**src/rtl/jt12_slotreg.sv**
```systemverilog
`default_nettype none
// ============================================================================
// Module   : jt12_slotreg
// Purpose  : Per-slot register file and (operator, channel) slot sequencer
//            with bit-masked host writes merged when the target slot recurs.
// Option   : JT12_SLOTREG_QUEUE_EN enables a 4-entry pending-write FIFO.
// Revision : 1.0
// ============================================================================
module jt12_slotreg #(
   parameter int CH  = 6,
   parameter int OPS = 4,
   parameter int DW  = 32
) (
   input  logic          clk,
   input  logic          rst_n,
   input  logic          clk_en,
   input  logic          wr_req,
   input  logic [2:0]    wr_ch,
   input  logic [1:0]    wr_op,
   input  logic [DW-1:0] wr_mask,
   input  logic [DW-1:0] wr_data,
   output logic          busy,
   output logic          wr_done,
   output logic          wr_err,
   output logic          ready,
   output logic [2:0]    cur_ch,
   output logic [1:0]    cur_op,
   output logic          zero,
   output logic [DW-1:0] slot_q
);
   localparam int N  = CH * OPS;
   localparam int SW = (N > 1) ? $clog2(N) : 1;
`ifdef JT12_SLOTREG_QUEUE_EN
   localparam int QDEPTH = 4;
`else
   localparam int QDEPTH = 1;
`endif
   localparam logic [2:0]    CH_LAST   = 3'(CH - 1);
   localparam logic [1:0]    OP_LAST   = 2'(OPS - 1);
   localparam logic [SW-1:0] SLOT_LAST = SW'(N - 1);
   localparam logic [2:0]    Q_FULL    = 3'(QDEPTH);

   logic [DW-1:0] mem [0:N-1];

   logic [2:0]    ch_q, ch_d, nxt_ch;
   logic [1:0]    op_q, op_d, nxt_op;
   logic          ready_q, ready_d;
   logic [DW-1:0] slot_d, wb;
   logic          wr_done_q, wr_done_d, wr_err_q, wr_err_d;
   logic [2:0]    cnt_q, cnt_d;
   logic [1:0]    rd_ptr_q, rd_ptr_d, wr_ptr_q, wr_ptr_d;
   logic [2:0]    f_ch_q   [0:3];
   logic [2:0]    f_ch_d   [0:3];
   logic [1:0]    f_op_q   [0:3];
   logic [1:0]    f_op_d   [0:3];
   logic [DW-1:0] f_mask_q [0:3];
   logic [DW-1:0] f_mask_d [0:3];
   logic [DW-1:0] f_data_q [0:3];
   logic [DW-1:0] f_data_d [0:3];
   logic [SW-1:0] cur_idx, nxt_idx;
   logic          head_hit, merge, full, in_range, take, accept, reject;

   function automatic logic [1:0] ptr_inc(input logic [1:0] p);
      return (p == 2'(QDEPTH - 1)) ? 2'd0 : p + 2'd1;
   endfunction

   always_comb begin
      nxt_ch = ch_q + 3'd1;
      nxt_op = op_q;
      if (ch_q == CH_LAST) begin
         nxt_ch = 3'd0;
         nxt_op = (op_q == OP_LAST) ? 2'd0 : op_q + 2'd1;
      end
      cur_idx = SW'(int'(op_q) * CH + int'(ch_q));
      nxt_idx = SW'(int'(nxt_op) * CH + int'(nxt_ch));
   end

   // Only the oldest pending request is ever compared against the current slot.
   always_comb begin
      head_hit = (cnt_q != 3'd0) && (f_ch_q[rd_ptr_q] == ch_q) && (f_op_q[rd_ptr_q] == op_q);
      merge    = clk_en && ready_q && head_hit;
      full     = (cnt_q == Q_FULL);
      busy     = !ready_q || full;
      in_range = (int'(wr_ch) < CH) && (int'(wr_op) < OPS);
      take     = wr_req && !busy;
      accept   = take && in_range;
      reject   = take && !in_range;
      wb       = '0;
      if (ready_q) begin
         wb = merge ? ((slot_q & ~f_mask_q[rd_ptr_q]) | (f_data_q[rd_ptr_q] & f_mask_q[rd_ptr_q]))
                    : slot_q;
      end
   end

   always_comb begin
      ch_d      = ch_q;
      op_d      = op_q;
      ready_d   = ready_q;
      slot_d    = slot_q;
      wr_done_d = merge;
      wr_err_d  = reject;
      cnt_d     = cnt_q + {2'b00, accept} - {2'b00, merge};
      rd_ptr_d  = rd_ptr_q;
      wr_ptr_d  = wr_ptr_q;
      f_ch_d    = f_ch_q;
      f_op_d    = f_op_q;
      f_mask_d  = f_mask_q;
      f_data_d  = f_data_q;
      if (clk_en) begin
         ch_d = nxt_ch;
         op_d = nxt_op;
         // While clearing, the RAM may still hold stale data: present zeros.
         if (nxt_idx == cur_idx) begin
            slot_d = wb;
         end else begin
            slot_d = ready_q ? mem[nxt_idx] : '0;
         end
         if (!ready_q && (cur_idx == SLOT_LAST)) begin
            ready_d = 1'b1;
         end
      end
      if (accept) begin
         f_ch_d[wr_ptr_q]   = wr_ch;
         f_op_d[wr_ptr_q]   = wr_op;
         f_mask_d[wr_ptr_q] = wr_mask;
         f_data_d[wr_ptr_q] = wr_data;
         wr_ptr_d           = ptr_inc(wr_ptr_q);
      end
      if (merge) begin
         rd_ptr_d = ptr_inc(rd_ptr_q);
      end
   end

   always_ff @(posedge clk) begin
      if (!rst_n) begin
         ch_q      <= 3'd0;
         op_q      <= 2'd0;
         ready_q   <= 1'b0;
         slot_q    <= '0;
         wr_done_q <= 1'b0;
         wr_err_q  <= 1'b0;
         cnt_q     <= 3'd0;
         rd_ptr_q  <= 2'd0;
         wr_ptr_q  <= 2'd0;
      end else begin
         ch_q      <= ch_d;
         op_q      <= op_d;
         ready_q   <= ready_d;
         slot_q    <= slot_d;
         wr_done_q <= wr_done_d;
         wr_err_q  <= wr_err_d;
         cnt_q     <= cnt_d;
         rd_ptr_q  <= rd_ptr_d;
         wr_ptr_q  <= wr_ptr_d;
      end
   end

   always_ff @(posedge clk) begin
      f_ch_q   <= f_ch_d;
      f_op_q   <= f_op_d;
      f_mask_q <= f_mask_d;
      f_data_q <= f_data_d;
   end

   always_ff @(posedge clk) begin
      if (rst_n && clk_en) begin
         mem[cur_idx] <= wb;
      end
   end

   assign wr_done = wr_done_q;
   assign wr_err  = wr_err_q;
   assign ready   = ready_q;
   assign cur_ch  = ch_q;
   assign cur_op  = op_q;
   assign zero    = (ch_q == 3'd0) && (op_q == 2'd0);
endmodule
`default_nettype wire
```
**config.mk**
```make
export PLATFORM = sky130hd
export DESIGN_NAME = jt12_slotreg
export DESIGN_NICKNAME = d
export VERILOG_FILES = /design/src/rtl/jt12_slotreg.sv
export SDC_FILE = /design/constraint.sdc
export NUM_CORES = 1
export LEC_CHECK = 0
export BUFFER_PORTS_ARGS = -buffer_cell sky130_fd_sc_hd__clkbuf_2
export CORE_ASPECT_RATIO = 0.75
export CORE_MARGIN = 4
export CORE_UTILIZATION = 50
export CTS_BUF_LIST = sky130_fd_sc_hd__clkbuf_8 sky130_fd_sc_hd__clkbuf_16
export DETAILED_ROUTE_END_ITERATION = 7
export GPL_ROUTABILITY_DRIVEN = 0
export PLACE_DENSITY = 0.74
export SKIP_CTS_REPAIR_TIMING = 1
export SLEW_MARGIN = 20
export SYNTH_ARGS = -nofsm -noshare
export SYNTH_HDL_FRONTEND = slang
export SYNTH_SLANG_ARGS = --single-unit
```
**constraint.sdc**
```tcl
create_clock -name clk -period 15.15 [get_ports clk]
set_input_delay 2.2725 -clock clk [delete_from_list [all_inputs] [get_ports clk]]
set_output_delay 2.2725 -clock clk [all_outputs]
set_load 0.1 [all_outputs]
```
==> results of run 1 <==
==> critical path: cells and delay by family, from the launching register on <==
| family | cells | cell delay (ps) |
|---|---|---|
| buf+inv | 3 | 1610 |
| flops | 1 | 790 |
| mux | 1 | 280 |
| simple gates | 2 | 480 |
| compound gates | 3 | 530 |
| fa+ha+maj | 2 | 1330 |
==> routing by layer <==
layer | global-route usage | vias to the layer above | wire [um]
met5 | 0.0104 | - | 128
met4 | 0.0519 | 2 | 2150
met1 | 0.314 | 10600 | 37700
li1 | - | 8238 | -
met2 | 0.331 | 1014 | 44800
met3 | 0.0500 | 142 | 9170
==> layout by cell type, fill, tap and decap left out, types with 17 or more instances in the layout <==
master	synthesis	routed
sky130_fd_sc_hd__edfxtp_1	1044	1044
sky130_fd_sc_hd__mux4_2	260	260
sky130_fd_sc_hd__clkbuf_2	0	114
sky130_fd_sc_hd__mux2i_1	104	104
sky130_fd_sc_hd__clkbuf_16	0	94
sky130_fd_sc_hd__dfxtp_1	47	44
sky130_fd_sc_hd__inv_1	16	42
sky130_fd_sc_hd__buf_4	1	37
sky130_fd_sc_hd__and2_1	40	36
sky130_fd_sc_hd__a21oi_1	35	35
sky130_fd_sc_hd__a22oi_1	32	32
sky130_fd_sc_hd__a22o_1	32	32
sky130_fd_sc_hd__nor3b_2	21	21
sky130_fd_sc_hd__nor2_4	0	20
sky130_fd_sc_hd__mux2_2	18	18
sky130_fd_sc_hd__clkinv_2	0	17
==> sequential cells by signal, indices dropped and copies added, names as in the netlist <==
signal and count:
f_op_q 8, cur_op 2, mem 768, cur_ch 3, slot_q 32, cnt_q 3, wr_err 1, rd_ptr_q 2
wr_ptr_q 2, wr_done 1, f_data_q 128, f_ch_q 12, f_mask_q 128, ready 1
==> area by class of cell <==
| type | instances | area share |
|---|---|---|
| repair buffers | 167 | 0.0252 |
| multi-input cells | 683 | 0.202 |
| clock inverters | 70 | 0.0113 |
| flip-flops and latches | 1091 | 0.679 |
| clock buffers | 100 | 0.0512 |
| well taps | 1116 | 0.0294 |
| inverters | 16 | 0.00126 |
==> power groups by stage <==
| stage | clock network, mW | registers [mW] | logic (mW) |
|---|---|---|---|
| after floorplan | 0 | 3.36 | 0.349 |
| after global placement | 0 | 3.36 | 0.473 |
| after detailed placement | 0 | 3.36 | 0.482 |
| after CTS | 2.37 | 3.29 | 0.485 |
| after global routing | 2.50 | 3.29 | 0.512 |
| final | 2.34 | 3.29 | 0.481 |
==> through the flow <==
stage               cells   util  hold slack (ps)  power, mW  area (um2)
finish               3243  0.574              578       6.11       47600
global route         3243  0.574              592       6.31       47600
CTS                  3243  0.574              574       6.14       47600
detailed placement   3073  0.538              559       3.84       44600
global placement     3059  0.534              552       3.83       44300
floorplan            1892      -              529       3.71       42200
==> cell usage after synthesis, types with 2 or more instances <==
| master | n | share of area |
|---|---|---|
| sky130_fd_sc_hd__a21oi_1 | 35 | 0.0042 |
| sky130_fd_sc_hd__a22o_1 | 32 | 0.0066 |
| sky130_fd_sc_hd__a22oi_1 | 32 | 0.0057 |
| sky130_fd_sc_hd__and2_1 | 40 | 0.0059 |
| sky130_fd_sc_hd__buf_1 | 10 | 0.00089 |
| sky130_fd_sc_hd__buf_2 | 32 | 0.0038 |
| sky130_fd_sc_hd__clkbuf_1 | 58 | 0.0052 |
| sky130_fd_sc_hd__dfxtp_1 | 47 | 0.022 |
| sky130_fd_sc_hd__edfxtp_1 | 1044 | 0.74 |
| sky130_fd_sc_hd__fa_1 | 3 | 0.0014 |
| sky130_fd_sc_hd__ha_1 | 17 | 0.0050 |
| sky130_fd_sc_hd__inv_1 | 16 | 0.0014 |
| sky130_fd_sc_hd__mux2_1 | 14 | 0.0037 |
| sky130_fd_sc_hd__mux2_2 | 18 | 0.0048 |
| sky130_fd_sc_hd__mux2i_1 | 104 | 0.025 |
| sky130_fd_sc_hd__mux4_2 | 260 | 0.14 |
| sky130_fd_sc_hd__nand2_1 | 16 | 0.0014 |
| sky130_fd_sc_hd__nand3_1 | 7 | 0.00083 |
| sky130_fd_sc_hd__nand4_1 | 2 | 0.00030 |
| sky130_fd_sc_hd__nor2_1 | 25 | 0.0022 |
| sky130_fd_sc_hd__nor2b_1 | 4 | 0.00059 |
| sky130_fd_sc_hd__nor3b_1 | 10 | 0.0018 |
| sky130_fd_sc_hd__nor3b_2 | 21 | 0.0062 |
| sky130_fd_sc_hd__nor4_1 | 4 | 0.00059 |
| sky130_fd_sc_hd__o211a_1 | 4 | 0.00095 |
| sky130_fd_sc_hd__o21ai_0 | 4 | 0.00047 |
| sky130_fd_sc_hd__o21ai_1 | 2 | 0.00024 |
| sky130_fd_sc_hd__or3_1 | 4 | 0.00059 |
| sky130_fd_sc_hd__xnor2_1 | 10 | 0.0021 |
| sky130_fd_sc_hd__xor2_1 | 4 | 0.00083 |
==> final timing paths <==
path,endpoint,slack [ps],depth (start not counted)
worst min register to register,slot_q[27]$_SDFFE_PN0P_,580,1
worst max-delay path,slot_q[2]$_SDFFE_PN0P_,9870,11
worst max register to register,slot_q[2]$_SDFFE_PN0P_,9870,11
worst min-delay path,slot_q[27]$_SDFFE_PN0P_,580,1
==> kinds of logic after synthesis <==
| family | share of synthesized area |
|---|---|
| buf+inv | 0.0117 |
| fa+ha+maj | 0.00647 |
| flops | 0.766 |
| compound gates | 0.0185 |
| mux | 0.172 |
| simple gates | 0.0222 |
| xor+xnor | 0.00291 |
==> impl_summary.log, run 1 <==
[metrics] result of the run: finished, final reports clean
[metrics] leakage component of the power: 16.5 nW
[metrics] cell area power density: 128 mW/mm2
[metrics] synthesized area divided by synthesized cell count: 22.3 um2
[metrics] footprint of the multi-input gates: 0.00963 mm2
[metrics] fraction of final layout cells sized beyond drive strength 1: 0.301
[metrics] worst-case setup margin in the final layout: 9870 ps
[metrics] height of the die: 259 um
[metrics] count of cell types in the netlist: 43
[metrics] worst rel slew slack: 0.224
[metrics] proportion of register bits with asynchronous set or reset after synthesis: 0
[metrics] path type of the worst setup path: reg2reg
[metrics] global-route wire length before repair: 140 mm
[metrics] number of nets with antenna violations after detailed routing: 0
[metrics] part of the power in registers: 0.539
[metrics] start of the worst register-to-register path: cur_ch[0]$_SDFFE_PN0P_
[metrics] Residual DRC: 0
[metrics] path category of the worst min-delay check: reg2reg
[metrics] nature of the critical path startpoint: flop
[metrics] RSZ-0062 raised after global routing: no
[metrics] area taken by flip-flops and latches: 0.0323 mm2
[metrics] cell with the largest stage delay on the worst path: sky130_fd_sc_hd__fa_4
[metrics] TritonCTS clock tree: yes
[metrics] Peak Freq: 0.189 GHz
[metrics] Crit path arrival time: 5820 ps
[metrics] critical path cell sequence: nand3b_1, nor3_1, a21oi_1, ha_1, inv_1, fa_4, buf_4, buf_4, mux2i_1, a22oi_1, a22o_1
[metrics] launch point of the worst path: cur_ch[0]$_SDFFE_PN0P_
[metrics] number of synthesized flops with an enable pin: 1044
[metrics] via count normalized by instance count: 6.16
[metrics] Final #Nets: 2144
[metrics] total internal power: 4.78 mW
[metrics] startpoint of the tightest hold check path: slot_q[27]$_SDFFE_PN0P_
[metrics] VDD IR-drop max: 0.118 mV
[metrics] Final Hold Viols: 0
[metrics] leading register cell type out of synthesis: sky130_fd_sc_hd__edfxtp_1
[metrics] starting density of the core: 0.509
[metrics] core area: 0.0829 mm2
[metrics] total gr overflow: 0
[metrics] antenna violations before repair: 2
[metrics] Most Frequent Cell on Critical Path: sky130_fd_sc_hd__buf_4
[metrics] Largest stage delay, worst path: 1010 ps
[metrics] # rows: 91
[metrics] element type at the critical path end: flop
[metrics] pin count of the biggest net entering global routing: 160
[metrics] antenna diode instance count: 0
[metrics] TritonCTS buffer count: 92
[metrics] number of max-slew violations in the final report: 0
[metrics] per-cell routed wire length: 29.0 um
[metrics] cell area after synthesis: 0.0422 mm2
[metrics] Net Sw Frac: 0.217
[metrics] Seq/Total Area, Yosys: 0.766
[metrics] number of sinks on the clock net: 1091
[metrics] total die area: 0.0891 mm2
[metrics] number of buffers on the longest clock path: 3
[metrics] gate count of the mapped netlist: 1892
[metrics] Mapped Nets: 1985
[metrics] number of optimization iterations in the first detailed-route pass: 5
[metrics] number of port buffers: 114
[metrics] Total Routed Length: 94.0 mm
[metrics] iteration-0 DRC count of the detailed router: 2410
[metrics] net switching power: 1.33 mW
[metrics] worst clock skew: 16.7 ps
[metrics] fin crit share: 0.348
[metrics] Tot GR Track Use: 0.214
[metrics] share of power burned in the clock network: 0.383
[metrics] area added between synthesis and finish: 12.8%
[metrics] total I/O pin count: 115
[metrics] count of warnings emitted by yosys: 0
[metrics] worst-skew pair later-pin latency: 660 ps
[metrics] Worst-Margin Slew: 1160 ps
[metrics] FF+latch count, synth: 1091
[metrics] worst setup timing slack at the placement stage: 9970 ps
[metrics] clock root buffer: sky130_fd_sc_hd__clkbuf_16
[metrics] setup violation total in the final timing report: 0
[metrics] estimated wirelength of the detail-placed design: 54.6 mm
[metrics] Required @ worst endpoint: 15690 ps
[metrics] part of the total power dissipated in combinational logic: 0.079
[metrics] deepest level of the CTS H-tree: 3
[metrics] sum of negative setup slack: 0 ps
[metrics] number of vias in the routed layout: 20000
[metrics] width of the die: 343 um
[metrics] max-capacitance violation count: 0
[metrics] fin crit period: 5280 ps
[metrics] Fillers: 5971
[metrics] vias in the first global route: 20700
[metrics] clock transition at the register clock pins on the worst setup and hold paths after CTS: 60 ps
[metrics] largest fanout of any net on the critical path: 50
No activity file was read; power rests on OpenSTA's default activity.
==> run 2: changes to the inputs <==
PLACE_DENSITY = 0.77   (was 0.74)
clock period = 4.34 ns   (was 15.15 ns; I/O delays follow)
==> impl_summary.log, run 2 (same netlist as run 1, synthesis figures left out) <==
[metrics] number of port buffers: 114 (unchanged)
[metrics] fraction of final layout cells sized beyond drive strength 1: 0.317 (+0.0154)
[metrics] number of nets with antenna violations after detailed routing: 0 (unchanged)
[metrics] pin count of the biggest net entering global routing: 70 (-56%)
[metrics] Fillers: 5727 (-4.1%)
[metrics] Total Routed Length: 94.8 mm (+0.94%)
[metrics] leakage component of the power: 16.8 nW (+1.5%)
[metrics] Crit path arrival time: 4120 ps (-1700 ps)
[metrics] cell with the largest stage delay on the worst path: sky130_fd_sc_hd__xnor2_1
[metrics] fin crit share: 0.871 (+0.522)
[metrics] number of vias in the routed layout: 20300 (+1.7%)
[metrics] Tot GR Track Use: 0.215 (about the same)
[metrics] VDD IR-drop max: 0.306 mV (+160%)
[metrics] worst-case setup margin in the final layout: 562 ps (-9310 ps)
[metrics] TritonCTS buffer count: 91 (-1.1%)
[metrics] number of stages on the worst hold path: 1 (unchanged)
[metrics] worst-skew pair later-pin latency: 670 ps (about the same)
[metrics] clock root buffer: sky130_fd_sc_hd__clkbuf_16
[metrics] startpoint of the tightest hold check path: wr_data[17]
[metrics] total gr overflow: 0 (unchanged)
[metrics] clock transition at the register clock pins on the worst setup and hold paths after CTS: 70 ps (about the same)
[metrics] iteration-0 DRC count of the detailed router: 2869 (+19%)
[metrics] Final Hold Viols: 0 (unchanged)
[metrics] height of the die: 259 um (unchanged)
[metrics] number of sinks on the clock net: 1091 (unchanged)
[metrics] Worst-Margin Slew: 1090 ps (-73.9 ps)
[metrics] vias in the first global route: 20900 (+0.84%)
[metrics] RSZ-0062 raised after global routing: no
[metrics] Hold Path End: f_data_q[81]$_DFFE_PP_
[metrics] Residual DRC: 0 (unchanged)
[metrics] commonest non-fill, non-tap cell in the layout: sky130_fd_sc_hd__edfxtp_1
[metrics] most frequent cells in the layout: 1044 x sky130_fd_sc_hd__edfxtp_1, 260 x sky130_fd_sc_hd__mux4_2, 114 x sky130_fd_sc_hd__clkbuf_2, 104 x sky130_fd_sc_hd__mux2i_1, 93 x sky130_fd_sc_hd__clkbuf_16
[metrics] # rows: 91 (unchanged)
[metrics] total die area: 0.0891 mm2 (unchanged)
[metrics] starting density of the core: 0.509 (unchanged)
[metrics] global-route wire length before repair: 141 mm (+0.49%)
[metrics] antenna violations before repair: 7 (+5)
[metrics] largest registers in the final layout: mem: 768 flops, f_data_q: 128 flops, f_mask_q: 128 flops
[metrics] worst flop-to-flop path endpoint: mem[20][10]$_DFFE_PP_
[metrics] Peak Freq: 0.265 GHz (+40%)
[metrics] area added between synthesis and finish: 14.1%
[metrics] fin crit period: 3780 ps (-1500 ps)
[metrics] worst clock skew: 33.7 ps (+16.9 ps)
[metrics] deepest level of the CTS H-tree: 3 (unchanged)
[metrics] flop-to-flop setup slack: 560 ps (-9310 ps)
[metrics] number of flip-flops in the largest register: 768 (unchanged)
[metrics] path category of the worst min-delay check: in2reg
[metrics] largest fanout of any net on the critical path: 22 (-56%)
[metrics] total I/O pin count: 115 (unchanged)
[metrics] worst setup timing slack at the placement stage: 619 ps (-9350 ps)
[metrics] max-capacitance violation count: 0 (unchanged)
[metrics] via count normalized by instance count: 6.20 (+0.68%)
[metrics] Largest stage delay, worst path: 810 ps (-200 ps)
[metrics] nature of the critical path startpoint: flop
[metrics] setup violation total in the final timing report: 0 (unchanged)
[metrics] cells on worst reg2reg path: 9 (-2)
[metrics] estimated wirelength of the detail-placed design: 56.6 mm (+3.7%)
[metrics] worst rel slew slack: 0.273 (+0.0484)
[metrics] start of the worst register-to-register path: cur_op[0]$_SDFFE_PN0P_
[metrics] number of optimization iterations in the first detailed-route pass: 5 (unchanged)
[metrics] number of max-slew violations in the final report: 0 (unchanged)
[metrics] width of the die: 343 um (unchanged)
[metrics] cell area power density: 456 mW/mm2 (+250%)
[metrics] Final #Nets: 2170 (+1.2%)
[metrics] per-cell routed wire length: 29.0 um (about the same)
[metrics] element type at the critical path end: flop
[metrics] core area: 0.0829 mm2 (unchanged)
[metrics] Total Power Consumption: 21.9 mW (+260%)
[metrics] critical path cell sequence: inv_1, ha_1, ha_1, a21o_1, nand2_1, xnor2_1, nand2_1, nor2_4, buf_12
[metrics] number of buffers on the longest clock path: 3 (unchanged)
[metrics] result of the run: finished, final reports clean
[metrics] path type of the worst setup path: reg2reg
[metrics] Required @ worst endpoint: 4680 ps (-11010 ps)
[metrics] TritonCTS clock tree: yes
[metrics] top register by number of flip-flops: mem
-- run 2: cell count changes in the layout (fill, tap and decap cells not counted), sizes merged --
cell      change
clkinv        +1
bufinv        +6
clkinvlp      -1
clkbuf        +3
diode         +3
inv           -7
buf          +27
-- run 2: worst max-delay path by stage --
stage | slack [ps] | startpoint | end | cells past startpoint
3_3_place_gp | 680 | cur_op[0]$_SDFFE_PN0P_ | mem[23][4]$_DFFE_PP_ | 9
2_1_floorplan | -400 | cur_op[0]$_SDFFE_PN0P_ | mem[16][0]$_DFFE_PP_ | 8
4_1_cts | 580 | cur_op[0]$_SDFFE_PN0P_ | mem[22][6]$_DFFE_PP_ | 9
5_1_grt | 340 | cur_op[0]$_SDFFE_PN0P_ | mem[22][10]$_DFFE_PP_ | 9
6_report | 560 | cur_op[0]$_SDFFE_PN0P_ | mem[20][10]$_DFFE_PP_ | 9
3_5_place_dp | 620 | cur_op[0]$_SDFFE_PN0P_ | mem[22][6]$_DFFE_PP_ | 9
-- run 2: cell type report --
type,count,area (um2),share of cell area
flip-flops and latches,1091,32300,0.672
clock inverters,69,722,0.0150
well taps,1116,1400,0.0290
repair buffers,194,1460,0.0303
diodes,3,7.51,0.000156
inverters,16,60.1,0.00125
clock buffers,103,2460,0.0513
multi-input cells,683,9670,0.201
-- run 2: worst max-delay path, delay by kind of cell (launching register included) --
kind | cells | cell delay (ps)
compound gates | 1 | 110
fa+ha+maj | 2 | 600
buf+inv | 2 | 370
simple gates | 3 | 1070
flops | 1 | 480
xor+xnor | 1 | 810
-- run 2: through the flow --
stage	TNS, ps	std cells	util	instance area, um2	hold WS (ps)
6_report	0	3275	0.580	48100	213
5_1_grt	0	3273	0.580	48100	185
4_1_cts	0	3272	0.580	48100	175
3_5_place_dp	0	3100	0.542	44900	567
3_3_place_gp	0	3100	0.542	44900	541
2_1_floorplan	-181590	1892	-	42200	529
-- run 2: report_power, final --
part / total [mW] / internal (mW) / switching, mW
clock network: 8.64 / 4.93 / 3.70
logic: 1.79 / 0.809 / 0.977
registers: 11.5 / 11.5 / 0.0233
total: 21.9 / 17.2 / 4.70
-- run 2: per-layer routing --
layer	vias to the layer above	GRT usage	share of wire
met2	1161	0.327	0.48
met3	124	0.0459	0.11
li1	8297	-	-
met4	0	0.0482	0.020
met1	10700	0.323	0.40
met5	-	0	0
